[src/rtl/cpu_control_fsm.sv]
// cpu_control_fsm: multi-cycle LEGv8-subset control sequencer.
// Owns IR, NZVC flags and every datapath strobe.
module cpu_control_fsm #(
  parameter int XFER_BYTES  = 8,
  parameter int MEM_TIMEOUT = 255
) (
  input  logic        clk,
  input  logic        reset_n,
  input  logic [31:0] instruction,
  input  logic        instr_valid,
  input  logic        alu_zero,
  input  logic        alu_negative,
  input  logic        alu_overflow,
  input  logic        alu_carry,
  input  logic        mem_ready,
  output logic        fetch_req,
  output logic        pc_en,
  output logic        BrTaken,
  output logic        UncondBr,
  output logic        Reg2Loc,
  output logic [1:0]  ALUSrc,
  output logic [2:0]  ALUOp,
  output logic        MemRead,
  output logic        MemWrite,
  output logic        MemToReg,
  output logic        RegWrite,
  output logic [3:0]  xfer_size,
  output logic [3:0]  flags,
  output logic        halted,
  output logic        illegal,
  output logic        mem_err
);

  localparam logic [2:0] S_FETCH  = 3'd0;
  localparam logic [2:0] S_DECODE = 3'd1;
  localparam logic [2:0] S_EXEC   = 3'd2;
  localparam logic [2:0] S_MEM    = 3'd3;
  localparam logic [2:0] S_WB     = 3'd4;
  localparam logic [2:0] S_HALT   = 3'd5;

  localparam logic [2:0] OP_PASS = 3'b000;
  localparam logic [2:0] OP_ADD  = 3'b010;
  localparam logic [2:0] OP_SUB  = 3'b011;

  localparam int WW = $clog2(MEM_TIMEOUT + 2);

  logic [2:0]    r_state;
  logic [31:0]   r_ir;
  logic [3:0]    r_flags;
  logic [WW-1:0] r_wait;
  logic          r_illegal;
  logic          r_mem_err;

  logic w_halt, w_addi, w_adds, w_subs;
  logic w_ldur, w_stur, w_cbz, w_blt, w_b;
  logic w_alu, w_legal;

  assign w_halt = (r_ir == 32'h1400_0000);
  assign w_addi = (r_ir[31:22] == 10'b1001000100);
  assign w_adds = (r_ir[31:21] == 11'b10101011000);
  assign w_subs = (r_ir[31:21] == 11'b11101011000);
  assign w_ldur = (r_ir[31:21] == 11'b11111000010);
  assign w_stur = (r_ir[31:21] == 11'b11111000000);
  assign w_cbz  = (r_ir[31:24] == 8'b10110100);
  assign w_blt  = (r_ir[31:24] == 8'b01010100) &&
                  (r_ir[4:0] == 5'b01011);
  assign w_b    = (r_ir[31:26] == 6'b000101) && !w_halt;

  assign w_alu   = w_addi | w_adds | w_subs;
  assign w_legal = w_alu | w_ldur | w_stur | w_cbz |
                   w_blt | w_b | w_halt;

  always_ff @(posedge clk or negedge reset_n) begin
    if (!reset_n) begin
      r_state   <= S_FETCH;
      r_ir      <= '0;
      r_flags   <= '0;
      r_wait    <= '0;
      r_illegal <= 1'b0;
      r_mem_err <= 1'b0;
    end else begin
      unique case (r_state)
        S_FETCH: begin
          if (instr_valid) begin
            r_ir    <= instruction;
            r_state <= S_DECODE;
          end
        end
        S_DECODE: begin
          if (!w_legal) begin
            r_illegal <= 1'b1;
            r_state   <= S_HALT;
          end else if (w_halt) begin
            r_state <= S_HALT;
          end else begin
            r_state <= S_EXEC;
          end
        end
        S_EXEC: begin
          r_wait <= '0;
          if (w_adds || w_subs)
            r_flags <= {alu_negative, alu_zero,
                        alu_overflow, alu_carry};
          if (w_ldur || w_stur)
            r_state <= S_MEM;
          else if (w_alu)
            r_state <= S_WB;
          else
            r_state <= S_FETCH;
        end
        S_MEM: begin
          // a ready on the final allowed cycle beats the timeout
          if (mem_ready) begin
            r_wait  <= '0;
            r_state <= w_ldur ? S_WB : S_FETCH;
          end else if (r_wait == WW'(MEM_TIMEOUT)) begin
            r_mem_err <= 1'b1;
            r_state   <= S_HALT;
          end else begin
            r_wait <= r_wait + WW'(1);
          end
        end
        S_WB:    r_state <= S_FETCH;
        S_HALT:  r_state <= S_HALT;
        default: r_state <= S_HALT;
      endcase
    end
  end

  always_comb begin
    fetch_req = 1'b0;
    pc_en     = 1'b0;
    BrTaken   = 1'b0;
    UncondBr  = 1'b0;
    Reg2Loc   = 1'b1;
    ALUSrc    = 2'b00;
    ALUOp     = OP_PASS;
    MemRead   = 1'b0;
    MemWrite  = 1'b0;
    MemToReg  = 1'b0;
    RegWrite  = 1'b0;
    xfer_size = 4'd0;
    unique case (r_state)
      S_FETCH: fetch_req = reset_n;
      S_EXEC: begin
        unique case (1'b1)
          w_addi: begin
            ALUSrc = 2'b01;
            ALUOp  = OP_ADD;
          end
          w_adds: ALUOp = OP_ADD;
          w_subs: ALUOp = OP_SUB;
          w_ldur: begin
            ALUSrc    = 2'b10;
            ALUOp     = OP_ADD;
            xfer_size = 4'(XFER_BYTES);
          end
          w_stur: begin
            ALUSrc    = 2'b10;
            ALUOp     = OP_ADD;
            Reg2Loc   = 1'b0;
            xfer_size = 4'(XFER_BYTES);
          end
          w_cbz: begin
            Reg2Loc = 1'b0;
            ALUOp   = OP_PASS;
            BrTaken = alu_zero;
            pc_en   = 1'b1;
          end
          w_blt: begin
            BrTaken = r_flags[3] ^ r_flags[1];
            pc_en   = 1'b1;
          end
          w_b: begin
            BrTaken  = 1'b1;
            UncondBr = 1'b1;
            pc_en    = 1'b1;
          end
          default: ;
        endcase
      end
      S_MEM: begin
        ALUSrc    = 2'b10;
        ALUOp     = OP_ADD;
        xfer_size = 4'(XFER_BYTES);
        MemRead   = w_ldur;
        MemWrite  = w_stur;
        Reg2Loc   = !w_stur;
        pc_en     = w_stur && mem_ready;
      end
      S_WB: begin
        // ALU controls stay put so the result is still on the bus
        RegWrite = 1'b1;
        pc_en    = 1'b1;
        MemToReg = w_ldur;
        if (w_addi) ALUSrc = 2'b01;
        if (w_addi || w_adds) ALUOp = OP_ADD;
        if (w_subs) ALUOp = OP_SUB;
      end
      default: ;
    endcase
  end

  assign flags   = r_flags;
  assign halted  = (r_state == S_HALT);
  assign illegal = r_illegal;
  assign mem_err = r_mem_err;

endmodule
[config.mk]
export PLATFORM = sky130hd
export DESIGN_NAME = cpu_control_fsm
export DESIGN_NICKNAME = d
export VERILOG_FILES = /design/src/rtl/cpu_control_fsm.sv
export SDC_FILE = /design/constraint.sdc
export NUM_CORES = 1
export LEC_CHECK = 0
export CAP_MARGIN = 15
export CORE_UTILIZATION = 44
export DETAILED_ROUTE_END_ITERATION = 8
export PLACE_DENSITY = 0.8
export SLEW_MARGIN = 15
export SYNTH_ARGS = -nofsm -noshare
export SYNTH_HDL_FRONTEND = slang
export SYNTH_SLANG_ARGS = --single-unit
[constraint.sdc]
create_clock -name clk -period 1.9 [get_ports clk]
set_input_delay 0.38 -clock clk [delete_from_list [all_inputs] [get_ports clk]]
set_output_delay 0.38 -clock clk [all_outputs]
set_load 0.01 [all_outputs]
==> metrics.yaml <==
timing.fmax_ghz: 0.409
tightestPinTransition_ns: 0.636
vias: 2470
ant_nets: 0
grt_first_pass_wirelength_um: 12300
portBuffers: 60
worstSkewPairLatency_ns: 0.30
final_common_cell: "buf_4"
period_minus_slack_ns: 2.45
cp_top_family: "simple AND/OR/NAND/NOR gates"
hold_viol: 0
synth_edf_count: 0
crit_path_max_fanout: 3
maxSlewViolCount: 0
cts_num_sinks: 50
row_count: 27
synth_warnings: 0
start_util: 0.461
hold_class: "in2async"
outcome: "complete, but fails checks"
path_clk_slew_ns: 0.10
worst-setup-path-type: "reg2out"
avgSynthCellArea_um2: 11.2
ys_seq_area_frac: 0.489
vdd_drop_max_mv: 0.909
end_kind: "primary output"
die_w_um: 78.2
nNetsFinal: 406
crit_chain: "or4_4 -> nor4_4 -> buf_4 -> nand2b_4 -> a21oi_2 -> buf_2"
maxSlewHeadroom: 0.576
drc: 0
initialDrtViolationCount: 89
failed_checks: "setup timing"
grt_start_max_net_pins: 51
coreArea_mm2: 0.00554
area_growth_pct: 67.7
worstPathBufferInverterCount: 2
grt_remaining_overflow: 0
hold_slack_ns: 0.252
startpoint_type: "flip-flop"
finalWirelength_um: 8310
synth_flop_cell: "dfrtp_1"
wire_per_inst_um: 19.0
r2r_slack_ns: -0.19
cts-buffers-inserted: 5
die_h_um: 78.2
netlist_area_mm2: 0.00256
post-route-period-util: 1.29
p_leak_nw: 1.86
root_buffer: "clkbuf_8"
p_total_mw: 4.98
worst_slack_ns: -0.546
cts_max_level: 2
required_ns: 1.52
antenna_found_initial: 0
grt_pass1_vias: 2545
final_cell_mix: "buf_4, dfrtp_1, clkdlybuf4s50_1"
r2r_cells: 7
dp_cells: 409
cts_max_path_buffers: 2
ys_seq_elements: 50
gp_congestion: 0.876
cts_tree: "yes"
r2r-end: "r_state[1]"
crit_arrival_ns: 2.07
max-cap-violations: 0
netlist_instances: 228
powerDensity_mw_per_mm2: 1160
critPathSlowestCell: "or4_4"
ios: 65
timing.rr.start: "r_ir[31]"
final_cells: 437
vias_per_cell: 5.65
layout-drive-gt1-share: 0.545
finClkSkew_ns: 0.00458
rsz0062_at_grt: "true"
place_hpwl_um: 4990
dr.pass1.iters: 4
grt.total_usage: 0.261
n_antenna_cell: 0
finalSetupViolCount: 18
ys_types: 52
die_area_mm2: 0.00612
synthArstFlopShare: 1.00
hold_buffers: 0
critPathMaxStageDelay_ns: 0.56
[state kept, by name (all words and copies together), names as in the netlist]
signal	flops
r_wait	9
r_ir	32
mem_err	1
illegal	1
flags	4
r_state	3
[layout make-up]
type                    count  area, um^2
well taps                  72        90.1
repair buffers            141        1220
multi-input cells         163        1580
clock inverters             2        38.8
flip-flops and latches     50        1260
inverters                   3        11.3
fillers                   349        1250
clock buffers               6        82.6
[through the flow]
| step | util | TNS (ns) | cell area, um^2 | setup WS [ns] |
|---|---|---|---|---|
| detailed placement | 0.663 | -6.29 | 3670 | -0.692 |
| CTS | 0.724 | -4.61 | 4010 | -0.550 |
| floorplan | - | -0.0297 | 2590 | -0.0163 |
| global route | 0.774 | -6.60 | 4290 | -0.591 |
| finish | 0.774 | -5.06 | 4290 | -0.546 |
| global placement | 0.663 | -5.72 | 3670 | -0.633 |
[synth_stat cells, drive strengths merged (3+ instances only)]
cell type | instances | area, um^2
and2 | 6 | 37.5
nand2 | 12 | 45.0
nor3 | 8 | 40.0
a31oi | 4 | 25.0
mux2 | 36 | 405
buf | 9 | 55.1
dfrtp | 50 | 1250
inv | 3 | 11.3
nand4 | 6 | 43.8
o21ai | 16 | 80.1
clkbuf | 6 | 22.5
nor4b | 3 | 26.3
and3 | 5 | 31.3
nor4 | 10 | 77.6
nor2 | 15 | 58.8
[how the worst max path moves through the flow]
| stage | from | endpoint | cells after the start |
|---|---|---|---|
| after CTS | r_ir[31] | BrTaken | 6 |
| after detailed placement | r_ir[29] | pc_en | 7 |
| after global placement | r_ir[29] | pc_en | 7 |
| after floorplan | r_state[1] | ALUOp[0] | 5 |
| final | r_ir[31] | BrTaken | 6 |
| after global routing | r_ir[23] | BrTaken | 8 |
[per-layer routing]
metal | global-route usage | vias to the layer above | wire (um)
met3 | 0.0465 | 37 | 436
met2 | 0.475 | 122 | 4480
met4 | 0.0889 | 0 | 333
li1 | - | 1112 | -
met1 | 0.306 | 1199 | 3060
met5 | 0 | - | 0
[report_power, final]
group          internal (mW)  total [mW]  switching [mW]
Sequential              1.46        1.88           0.421
Clock                  0.434       0.811           0.377
Combinational           1.31        2.29           0.971
[what timing repair did]
item	in CTS	in global routing
setup buffers	14	10
resized for setup	95	54
pin swaps	25	31
setup endpoints to repair	29	31
endpoints found under the hold margin	0	0
[cell families (layout without fill, tap and decap cells)]
kind of cell	count (synthesis)	count (layout)	synth area share
other	1	4	0.00147
AO/OA/AOI/OAI	38	38	0.0969
XOR/XNOR	1	1	0.00343
multiplexers	36	36	0.159
buffers and inverters	18	152	0.0348
flip-flops	50	50	0.489
adder cells (fa/ha/maj)	2	2	0.00979
AND/OR/NAND/NOR	82	82	0.206
Note: power is estimated with default switching activity, not from simulation.
